## config.mk

```make
export PLATFORM = sky130hd
export DESIGN_NAME = segasys1_hiscore_ctl_flat
export DESIGN_NICKNAME = d
export VERILOG_FILES = /design/src/rtl/segasys1_hiscore_ctl_if.sv /design/src/rtl/segasys1_hiscore_ctl.sv /design/src/flat_wrapper.sv
export SDC_FILE = /design/constraint.sdc
export NUM_CORES = 2
export LEC_CHECK = 0
export BUFFER_PORTS_ARGS = -buffer_cell sky130_fd_sc_hd__buf_4
export CAP_MARGIN = 20
export CORE_ASPECT_RATIO = 1.5
export CORE_MARGIN = 4
export CORE_UTILIZATION = 51
export CTS_CLUSTER_SIZE = 20
export DETAILED_ROUTE_END_ITERATION = 12
export MAX_ROUTING_LAYER = met4
export PLACE_DENSITY_LB_ADDON = 0.15
export SETUP_SLACK_MARGIN = 0.15
export SLEW_MARGIN = 20
export SYNTH_ARGS = -nofsm -noshare
export SYNTH_HDL_FRONTEND = slang
export SYNTH_SLANG_ARGS = --single-unit
```

## constraint.sdc

```tcl
create_clock -name clk48M -period 3.6 [get_ports clk48M]
set_input_delay 0.36 -clock clk48M [delete_from_list [all_inputs] [get_ports clk48M]]
set_output_delay 0.36 -clock clk48M [all_outputs]
set_load 0.02 [all_outputs]
```

## src/rtl/segasys1_hiscore_ctl_if.sv

```systemverilog
`default_nettype none
// ============================================================================
//  Module   : segasys1_hiscore_ctl_if
//  Brief    : Core-side and host-side signal bundle of the high-score controller.
//  Revision : 1.0 - initial release
// ============================================================================
interface segasys1_hiscore_ctl_if;
    logic        VBLK;
    logic [15:0] HSAD;
    logic [7:0]  HSDI;
    logic [7:0]  HSDO;
    logic        HSWE;
    logic        PAUSE_N;
    logic [7:0]  HOST_AD;
    logic [7:0]  HOST_DI;
    logic        HOST_WE;
    logic [7:0]  HOST_DO;
    logic        HOST_LOADED;
    logic        DUMP_REQ;
    logic        BUSY;
    logic        DONE;
    logic        ERR;

    modport master (
        input  VBLK, HSDO, HOST_AD, HOST_DI, HOST_WE, HOST_LOADED, DUMP_REQ,
        output HSAD, HSDI, HSWE, PAUSE_N, HOST_DO, BUSY, DONE, ERR
    );

    modport slave (
        output VBLK, HSDO, HOST_AD, HOST_DI, HOST_WE, HOST_LOADED, DUMP_REQ,
        input  HSAD, HSDI, HSWE, PAUSE_N, HOST_DO, BUSY, DONE, ERR
    );
endinterface
`default_nettype wire

```

## src/rtl/segasys1_hiscore_ctl.sv

```systemverilog
`default_nettype none
// ============================================================================
//  Module   : segasys1_hiscore_ctl
//  Brief    : Pauses the core, checks signatures, restores/dumps the high-score
//             table between core work RAM and a host-visible buffer.
//             Optional read-back verify when HISCORE_VERIFY_EN is defined.
//  Revision : 1.0 - initial release
// ============================================================================
module segasys1_hiscore_ctl #(
    parameter logic [15:0] TBL_ADDR  = 16'hC000,
    parameter int          TBL_LEN   = 64,
    parameter logic [7:0]  SIG_START = 8'h00,
    parameter logic [7:0]  SIG_END   = 8'h00,
    parameter int          RD_LAT    = 2,
    parameter int          BOOT_VBL  = 60
) (
    input  wire logic              clk48M,
    input  wire logic              reset_n,
    segasys1_hiscore_ctl_if.master hs
);
    localparam logic [15:0] c_END_ADDR = TBL_ADDR + 16'(TBL_LEN - 1);
    localparam logic [7:0]  c_LAST_IDX = 8'(TBL_LEN - 1);
    localparam logic [1:0]  c_RD_LAT   = 2'(RD_LAT);
    localparam int          c_VW       = (BOOT_VBL < 2) ? 1 : $clog2(BOOT_VBL);
    localparam logic [c_VW-1:0] c_VBL_LAST = c_VW'(BOOT_VBL - 1);

    typedef enum logic [3:0] {
        S_IDLE      = 4'd0,
        S_WAIT_BOOT = 4'd1,
        S_PAUSE     = 4'd2,
        S_CHK_S     = 4'd3,
        S_CHK_E     = 4'd4,
        S_RESTORE   = 4'd5,
        S_ARMED     = 4'd6,
        S_DUMP      = 4'd7
`ifdef HISCORE_VERIFY_EN
        , S_VERIFY  = 4'd8
`endif
    } state_t;

    state_t          r_state;
    logic            r_vblk;
    logic            r_dreq;
    logic            r_dump_pend;
    logic            r_op_dump;
    logic            r_retry;
    logic [c_VW-1:0] r_vbl_cnt;
    logic [1:0]      r_lat;
    logic            r_ph;
    logic [7:0]      r_idx;
    logic [15:0]     r_hsad;
    logic [7:0]      r_hsdi;
    logic            r_hswe;
    logic            r_pause_n;
    logic            r_done;
    logic [7:0]      r_host_do;
    logic [7:0]      r_buf [0:255];

    logic            w_vblk_rise;
    logic            w_dreq_rise;
    logic            w_sample;
    logic            w_int_we;
    logic [7:0]      w_int_rd;

    assign w_vblk_rise = hs.VBLK & ~r_vblk;
    assign w_dreq_rise = hs.DUMP_REQ & ~r_dreq;
    assign w_sample    = (r_lat == c_RD_LAT);
    assign w_int_we    = reset_n && (r_state == S_DUMP) && w_sample;
    assign w_int_rd    = r_buf[r_idx];

    // Buffer is never reset so an image survives a core reset; a dump write wins a same-address clash.
    always_ff @(posedge clk48M) begin
        if (w_int_we) begin
            r_buf[r_idx] <= hs.HSDO;
        end
        if (hs.HOST_WE && !(w_int_we && (hs.HOST_AD == r_idx))) begin
            r_buf[hs.HOST_AD] <= hs.HOST_DI;
        end
        r_host_do <= r_buf[hs.HOST_AD];
    end

`ifdef HISCORE_VERIFY_EN
    logic r_err;
`endif

    always_ff @(posedge clk48M) begin
        if (!reset_n) begin
            r_state     <= S_IDLE;
            r_vblk      <= 1'b0;
            r_dreq      <= 1'b0;
            r_dump_pend <= 1'b0;
            r_op_dump   <= 1'b0;
            r_retry     <= 1'b0;
            r_vbl_cnt   <= '0;
            r_lat       <= 2'd0;
            r_ph        <= 1'b0;
            r_idx       <= 8'd0;
            r_hsad      <= TBL_ADDR;
            r_hsdi      <= 8'd0;
            r_hswe      <= 1'b0;
            r_pause_n   <= 1'b1;
            r_done      <= 1'b0;
`ifdef HISCORE_VERIFY_EN
            r_err       <= 1'b0;
`endif
        end else begin
            r_vblk <= hs.VBLK;
            r_dreq <= hs.DUMP_REQ;
            r_done <= 1'b0;
            r_hswe <= 1'b0;
            if (w_dreq_rise) begin
                r_dump_pend <= 1'b1;
            end
            case (r_state)
                S_IDLE: r_state <= S_WAIT_BOOT;
                S_WAIT_BOOT: begin
                    // After a failed signature check only a single VBLK edge is awaited.
                    if (w_vblk_rise) begin
                        if (r_retry || (r_vbl_cnt == c_VBL_LAST)) begin
                            r_retry <= 1'b0;
                            if (hs.HOST_LOADED) begin
                                r_state   <= S_PAUSE;
                                r_op_dump <= 1'b0;
                                r_pause_n <= 1'b0;
                                r_lat     <= 2'd0;
                            end else begin
                                r_state <= S_ARMED;
                            end
                        end else begin
                            r_vbl_cnt <= r_vbl_cnt + c_VW'(1);
                        end
                    end
                end
                S_PAUSE: begin
                    if (!r_op_dump && !hs.HOST_LOADED) begin
                        r_pause_n <= 1'b1;
                        r_state   <= S_ARMED;
                    end else if (r_lat == 2'd1) begin
                        r_lat   <= 2'd0;
                        r_idx   <= 8'd0;
                        r_hsad  <= TBL_ADDR;
                        r_state <= r_op_dump ? S_DUMP : S_CHK_S;
                    end else begin
                        r_lat <= r_lat + 2'd1;
                    end
                end
                S_CHK_S, S_CHK_E: begin
                    if (!hs.HOST_LOADED) begin
                        r_pause_n <= 1'b1;
                        r_state   <= S_ARMED;
                    end else if (w_sample) begin
                        r_lat <= 2'd0;
                        if ((r_state == S_CHK_S) && (hs.HSDO == SIG_START)) begin
                            r_hsad  <= c_END_ADDR;
                            r_state <= S_CHK_E;
                        end else if ((r_state == S_CHK_E) && (hs.HSDO == SIG_END)) begin
                            r_idx   <= 8'd0;
                            r_ph    <= 1'b0;
                            r_state <= S_RESTORE;
                        end else begin
                            r_pause_n <= 1'b1;
                            r_retry   <= 1'b1;
                            r_state   <= S_WAIT_BOOT;
                        end
                    end else begin
                        r_lat <= r_lat + 2'd1;
                    end
                end
                S_RESTORE: begin
                    if (!r_ph) begin
                        r_hsad <= TBL_ADDR + {8'h00, r_idx};
                        r_hsdi <= w_int_rd;
                        r_hswe <= 1'b1;
                        r_ph   <= 1'b1;
                    end else begin
                        r_ph <= 1'b0;
                        if (r_idx == c_LAST_IDX) begin
`ifdef HISCORE_VERIFY_EN
                            r_idx   <= 8'd0;
                            r_lat   <= 2'd0;
                            r_hsad  <= TBL_ADDR;
                            r_state <= S_VERIFY;
`else
                            r_done    <= 1'b1;
                            r_pause_n <= 1'b1;
                            r_state   <= S_ARMED;
`endif
                        end else begin
                            r_idx <= r_idx + 8'd1;
                        end
                    end
                end
`ifdef HISCORE_VERIFY_EN
                S_VERIFY,
`endif
                S_DUMP: begin
                    if (w_sample) begin
                        r_lat <= 2'd0;
`ifdef HISCORE_VERIFY_EN
                        if ((r_state == S_VERIFY) && (hs.HSDO != w_int_rd)) begin
                            r_err <= 1'b1;
                        end
`endif
                        if (r_idx == c_LAST_IDX) begin
                            r_done    <= 1'b1;
                            r_pause_n <= 1'b1;
                            r_state   <= S_ARMED;
                        end else begin
                            r_idx  <= r_idx + 8'd1;
                            r_hsad <= r_hsad + 16'd1;
                        end
                    end else begin
                        r_lat <= r_lat + 2'd1;
                    end
                end
                S_ARMED: begin
                    if (r_dump_pend || w_dreq_rise) begin
                        r_dump_pend <= 1'b0;
                        r_op_dump   <= 1'b1;
                        r_pause_n   <= 1'b0;
                        r_lat       <= 2'd0;
                        r_state     <= S_PAUSE;
                    end
                end
                default: r_state <= S_IDLE;
            endcase
        end
    end

    assign hs.HSAD    = r_hsad;
    assign hs.HSDI    = r_hsdi;
    assign hs.HSWE    = r_hswe;
    assign hs.PAUSE_N = r_pause_n;
    assign hs.HOST_DO = r_host_do;
    assign hs.DONE    = r_done;
    assign hs.BUSY    = !((r_state == S_IDLE) || (r_state == S_WAIT_BOOT) || (r_state == S_ARMED));
`ifdef HISCORE_VERIFY_EN
    assign hs.ERR     = r_err;
`else
    assign hs.ERR     = 1'b0;
`endif
endmodule
`default_nettype wire

```

## src/flat_wrapper.sv

```systemverilog
// flat-port wrapper written by rule: the top's interface ports become plain ports
module segasys1_hiscore_ctl_flat 
#(
    parameter logic [15:0] TBL_ADDR  = 16'hC000,
    parameter int          TBL_LEN   = 64,
    parameter logic [7:0]  SIG_START = 8'h00,
    parameter logic [7:0]  SIG_END   = 8'h00,
    parameter int          RD_LAT    = 2,
    parameter int          BOOT_VBL  = 60
)
  (clk48M, reset_n, hs_VBLK, hs_HSDO, hs_HOST_AD, hs_HOST_DI, hs_HOST_WE, hs_HOST_LOADED, hs_DUMP_REQ, hs_HSAD, hs_HSDI, hs_HSWE, hs_PAUSE_N, hs_HOST_DO, hs_BUSY, hs_DONE, hs_ERR);
  segasys1_hiscore_ctl_if hs_i ();
  input  wire logic clk48M;
  input  wire logic reset_n;
  input wire logic [$bits(hs_i.VBLK)-1:0] hs_VBLK;
  input wire logic [$bits(hs_i.HSDO)-1:0] hs_HSDO;
  input wire logic [$bits(hs_i.HOST_AD)-1:0] hs_HOST_AD;
  input wire logic [$bits(hs_i.HOST_DI)-1:0] hs_HOST_DI;
  input wire logic [$bits(hs_i.HOST_WE)-1:0] hs_HOST_WE;
  input wire logic [$bits(hs_i.HOST_LOADED)-1:0] hs_HOST_LOADED;
  input wire logic [$bits(hs_i.DUMP_REQ)-1:0] hs_DUMP_REQ;
  output wire logic [$bits(hs_i.HSAD)-1:0] hs_HSAD;
  output wire logic [$bits(hs_i.HSDI)-1:0] hs_HSDI;
  output wire logic [$bits(hs_i.HSWE)-1:0] hs_HSWE;
  output wire logic [$bits(hs_i.PAUSE_N)-1:0] hs_PAUSE_N;
  output wire logic [$bits(hs_i.HOST_DO)-1:0] hs_HOST_DO;
  output wire logic [$bits(hs_i.BUSY)-1:0] hs_BUSY;
  output wire logic [$bits(hs_i.DONE)-1:0] hs_DONE;
  output wire logic [$bits(hs_i.ERR)-1:0] hs_ERR;
  assign hs_i.VBLK = hs_VBLK;
  assign hs_i.HSDO = hs_HSDO;
  assign hs_i.HOST_AD = hs_HOST_AD;
  assign hs_i.HOST_DI = hs_HOST_DI;
  assign hs_i.HOST_WE = hs_HOST_WE;
  assign hs_i.HOST_LOADED = hs_HOST_LOADED;
  assign hs_i.DUMP_REQ = hs_DUMP_REQ;
  assign hs_HSAD = hs_i.HSAD;
  assign hs_HSDI = hs_i.HSDI;
  assign hs_HSWE = hs_i.HSWE;
  assign hs_PAUSE_N = hs_i.PAUSE_N;
  assign hs_HOST_DO = hs_i.HOST_DO;
  assign hs_BUSY = hs_i.BUSY;
  assign hs_DONE = hs_i.DONE;
  assign hs_ERR = hs_i.ERR;
  segasys1_hiscore_ctl #(.TBL_ADDR(TBL_ADDR), .TBL_LEN(TBL_LEN), .SIG_START(SIG_START), .SIG_END(SIG_END), .RD_LAT(RD_LAT), .BOOT_VBL(BOOT_VBL)) u_core (.clk48M(clk48M), .reset_n(reset_n), .hs(hs_i));
endmodule
```

# ---- Yosys cells after proc, flatten, opt, wreduce, memory -nomap -nowiden
# Memories as Yosys holds them, arrays and structs flattened. A register that Yosys moved wholly into a read port is not among the register bits.
# Cells that the tools add are included.
dict set report classes {
  addsub 5
  multipliers 0
  n_div 0
  order_cmp 0
  eq_ne 33
  n_shift 0
  n_mux 79
  n_bitwise 6
  reduce_logical 36
}
# op n
set op_table {}
lappend op_table {{16-bit 2-to-1 mux} 8}
lappend op_table {{8-bit 2-to-1 mux} 9}
lappend op_table {{16-bit case mux with 4 select lines} 1}
lappend op_table {{4-bit 2-to-1 mux} 11}
lappend op_table {{8-bit case mux with 4 select lines} 1}
lappend op_table {{1-bit 2-to-1 mux} 31}
lappend op_table {{4-bit case mux with 7 select lines} 1}
lappend op_table {{7-bit AND reduction} 3}
lappend op_table {{2-bit by 1-bit inequality test with 1-bit output (second input constant)} 10}
lappend op_table {{9-bit AND reduction} 2}
lappend op_table {{15-bit by 9-bit adder with 16-bit output (first input constant)} 1}
lappend op_table {{16-bit by 1-bit adder with 16-bit output (second input constant)} 1}
lappend op_table {{4-bit by 3-bit == test with 1-bit output (second input constant)} 4}
lappend op_table {{2-bit 2-to-1 mux} 8}
lappend op_table {{2-bit inequality test (second input constant)} 7}
lappend op_table {{11-bit AND reduction} 1}
lappend op_table {{2-bit case mux with 5 select lines} 1}
lappend op_table {{5-bit AND reduction} 2}
lappend op_table {{3-bit 2-to-1 mux} 3}
lappend op_table {{8-bit by 1-bit adder with 8-bit output (second input constant)} 1}
lappend op_table {{4-bit by 2-bit == test with 1-bit output (second input constant)} 2}
lappend op_table {{8-bit by 6-bit == test with 1-bit output (second input constant)} 1}
lappend op_table {{8-bit == test} 1}
lappend op_table {{8-bit logical NOT} 1}
lappend op_table {{24 further kinds} 48}
dict set report totals {
  register_bits 45
  latchBits 0
  mem_bits_rw 2048
  romBits 0
  in_bits 30
  out_inout_bits 37
  elab_cells 174
  memories 1
}
# memory words width rd rd_clocked_by_memory_dff write_ports line_no
set memory_table {}
lappend memory_table {u_core.r_buf 256 8 2 2 2 segasys1_hiscore_ctl.sv:57} ;# logic [7:0] r_buf [0:255];

# ---- Longest topological paths before layout
dict set report depth {
  depth_word 8
  depth_mapped 13
  mapped_depth_nobuf 8
}

# ---- Worst setup path before layout
# Ideal clock, no wire load.
dict set report synth_path {
  path_type {register to register}
  start {register u_core.r_idx[0]}
  end {memory u_core.r_buf[100][0] (enable)}
  setup_ps 376
  arrival_ps 2707
  required_ps 3224
  slack_ps 517
  path_stages_with_launch 11
  path_buffers 6
  synth_period_minus_slack_ps 3083
  path_cell_list {dfxtp_1 > buf_2 > buf_4 > buf_4 > clkinv_2 > buf_2 > clkbuf_1 > ha_1 > nand3_1 > clkbuf_1 > o22ai_1}
}
# item line_no
set synth_lines {}
lappend synth_lines {{start: declaration} segasys1_hiscore_ctl.sv:50} ;# logic [7:0] r_idx;
lappend synth_lines {{start signal: assignment} segasys1_hiscore_ctl.sv:189} ;# r_idx <= r_idx + 8'd1;
lappend synth_lines {{start signal: assignment} segasys1_hiscore_ctl.sv:209} ;# r_idx <= r_idx + 8'd1;
lappend synth_lines {{end: declaration} segasys1_hiscore_ctl.sv:57}

==> results.md <==
* Status: finished with violations
* Failing checks: negative setup slack
* Layout cells sized above 1 at 0.569
* Synth Register Bits at roughly 2100
* Core area at 246000 sq um
* Final Hold Fails at 0
* Vias in the first global route at between 80000 and 90000
* GR Overflow Total at 0
* FP Rows at between 200 and 250
* Largest net degree at the start of global routing at roughly 170
* GRT busiest layer: met2
* Peak Freq at between 0.2 and 0.3 GHz
* Peak per-stage delay on the critical path at slightly above 800 ps
* EDFF count, synth at slightly above 2000
* Critical path required time at ~4400 ps
* DRT antenna net count at 0
* Nets at 8387
* Worst Setup Start Kind: register
* Final Worst Setup Slack at -68.3 ps
* Synth warn at 0
* Final wirelength at ~540000 um
* Critical path peak fanout at 17
* Setup-failing EPs final at 1
* Register area share after synthesis at 0.498
* Worst setup path class: register to register
* Routed wire per std cell at 45.4 um
* Die span in x at 414 um
* DR vias/cell at ~7.5
* Synth-to-layout area growth at 14.4%
* Initial antenna violation count at 57
* Sw frac at 0.258
* M2 GR Usage at 0.642
* Mapped Area at between 100000 and 150000 sq um
* Placed cells at 11385
* Asr flop ratio synth at 0
* Actual slew at the worst max-slew pin at 1220 ps
* Max VDD drop at approximately 0.00053 V
* Vias after detailed routing at about 90000
* H-tree levels at 4
* P_sw at 15400 uW
* Post-route DRC at 0
* P_int at roughly 44000 uW
* Cell Pwr Density at 413 nW/um^2
* Placer Congestion at 1.07
* Max-slew violations at 0
* CP Buf/Inv Count at 3
* Syn avg cell area at approximately 16 sq um
* M1 GR Usage at 0.487
* Clock share of power at 0.405
* Setup Buffers After CTS at 0
* Die Area at between 200000 and 300000 sq um
* Main synth FF type: edfxtp_1
* TNS Setup at -68.3 ps
* Cell-by-cell trace of the critical path: buf_4 > and2_1 > nand2_1 > buf_4 > a211oi_2 > nor3_1 > buf_4 > o211a_1 > o2bb2ai_1
* Min-delay worst type: primary input to register
* Effective utilization at floorplan at 0.512
* Skew-Pair Late Insertion Delay at 900 ps
* Min Tclk post-route at about 3700 ps
* Overall Global Routing Usage at 0.431
* Clock sinks at 2108
* GR Util met3 at 0.110
* IO buf count at 65
* Drt first pass iters at 7
* Layout Cells excl Fill at between 10000 and 15000
* Initial DRC Count at approximately 13000
* Critical Path Slowest Stage Cell: and2_1
* Max_slew headroom at 0.189
* Reg-to-reg setup timing slack at -70 ps
* Flop pwr share at 0.457
* Synth Instances at ~7900
* First-pass GRT wire length at between 700000 and 800000 um
* Worst hold slack at between 40 and 50 ps
* Clock root buffer: clkbuf_16
* Dpl ws at -130 ps
* Combinational power share at 0.137
* Clock slew at reported path FFs at 70 ps
* Dpl hpwl at 371000 um
* I/O pins at 67
* CP top delay family: simple AND/OR/NAND/NOR gates
* Cts bufs inserted at approximately 220
* Longest Clk Path Bufs at 4
* Final worst path period share at 1.02
* Most used cell, CP: buf_4
* Max-cap violations at 0
* Synthesized Nets at around 8000
* RSZ-0062 raised after global routing: yes
* Die height at just over 600 um
* Count of cell types in the netlist at between 80 and 90
* CTS tree: built
* Arrival time worst endpoint at between 4000 and 5000 ps
* Crit end category: register
* Clock Skew at between 30 and 40 ps
* LEAKAGE at 0.0466 uW
## layout by cell type, fill, tap and decap left out, types with 11 or more instances in the layout
cell type / n
o31ai_1: 11
mux2_2: 2073
nand2_1: 326
clkbuf_16: 219
nand4_1: 19
a32oi_1: 30
edfxtp_1: 2048
clkinv_1: 40
nand2_4: 16
dfxtp_1: 53
nand3_1: 64
nand2b_1: 16
clkinv_2: 33
xor2_1: 22
nand3_2: 16
a22oi_1: 83
and3_1: 14
nor2_2: 109
and2_1: 15
buf_12: 145
mux4_2: 1126
clkbuf_1: 39
nor3_1: 18
nor2_1: 112
bufinv_16: 37
buf_8: 18
o21ai_0: 174
a22o_1: 16
o22ai_1: 192
o211ai_1: 12
clkinvlp_4: 11
mux2i_1: 114
nor2b_1: 19
buf_4: 936
a31oi_1: 20
or3_1: 13
a21oi_1: 48
diode_2: 62
nor2_4: 34
## cell type report
type,instances,area [sq um]
multi-input cells,4900,59600
repair buffers,1108,10300
fillers,19062,102000
clock buffers,258,5630
flip-flops and latches,2108,62700
clock inverters,130,1620
diodes,62,155
well taps,3262,4080
inverters,15,71.3
## what timing repair did
action / CTS / global route
pin swaps: 0 / 2
resized for setup: 10 / 7
hold buffers: 8 / 0
endpoints found under the hold margin: 52 / 0
endpoints found under the setup margin: 17 / 21
## sequential cells by signal (all words and copies together) (netlist names)
register            count
u_core.r_buf         2048
u_core.r_retry          1
u_core.r_op_dump        1
u_core.r_vbl_cnt        6
u_core.hs.HSWE          1
u_core.r_dump_pend      1
u_core.hs.DONE          1
u_core.r_dreq           1
u_core.r_lat            2
u_core.r_state          3
u_core.hs.HSAD         16
u_core.r_ph             1
u_core.r_vblk           1
u_core.r_idx            8
u_core.hs.PAUSE_N       1
u_core.hs.HSDI          8
u_core.hs.HOST_DO       8
## routing by layer
metal  part of all wire  vias up
li1                   -    33492
met1               0.32    46701
met2               0.46     6722
met3               0.11     1947
met4               0.11        0
met5                  0        -
## synthesized netlist by cell type, types with 46 or more instances
master	count	share of area
mux2_2	2073	0.19
o21ai_0	175	0.0070
a22oi_1	83	0.0049
nor2_2	110	0.0055
o22ai_1	193	0.0096
edfxtp_1	2048	0.49
mux2i_1	116	0.0092
clkbuf_1	657	0.020
buf_2	144	0.0057
nand3_1	81	0.0032
nor2_1	119	0.0035
mux4_2	1126	0.20
dfxtp_1	60	0.0095
nand2_1	331	0.0099
a21oi_1	49	0.0019
buf_1	46	0.0014
## per-stage QoR
| stage | area, sq um | total power, uW | util |
|---|---|---|---|
| 3_3_place_gp | 137000 | 35500 | 0.555 |
| 3_5_place_dp | 137000 | 35600 | 0.555 |
| 6_report | 144000 | 59600 | 0.586 |
| 4_1_cts | 144000 | 59400 | 0.586 |
| 5_1_grt | 144000 | 60700 | 0.586 |
| 2_1_floorplan | 126000 | 32400 | - |
## worst min-delay path, cell delays in order
cell and delay, ps:
buf_8 70, nor4_1 60, nand2_1 110, nor2_1 50, o31ai_1 180, a21oi_1 60
## logic make-up after synthesis
kind of cell,Yosys count,share of synthesized area
xor+xnor,28,0.00195
compound gates,688,0.0359
mux,3325,0.397
flops,2108,0.498
buf+inv,938,0.0327
other cells,1,0.0000298
fa+ha+maj,6,0.000596
simple gates,852,0.0344
## power by group through the flow
stage	sequential [uW]	combinational (uW)	clock, uW
global route	27200	8320	25200
detailed placement	27700	7890	0
global placement	27700	7800	0
finish	27200	8170	24100
floorplan	27700	4750	0
CTS	27200	7940	24300
## path summary, 6_finish.rpt
check / startpoint / end / cells after the start
min reg2reg: u_core.hs.PAUSE_N / u_core.hs.PAUSE_N / 1
max: u_core.r_idx[4] / u_core.hs.HSDI[6] / 9
min: hs_HSDO[1] / u_core.r_state[2] / 6
max reg2reg: u_core.r_idx[4] / u_core.hs.HSDI[6] / 9
Note: power is estimated with default switching activity, not from simulation.
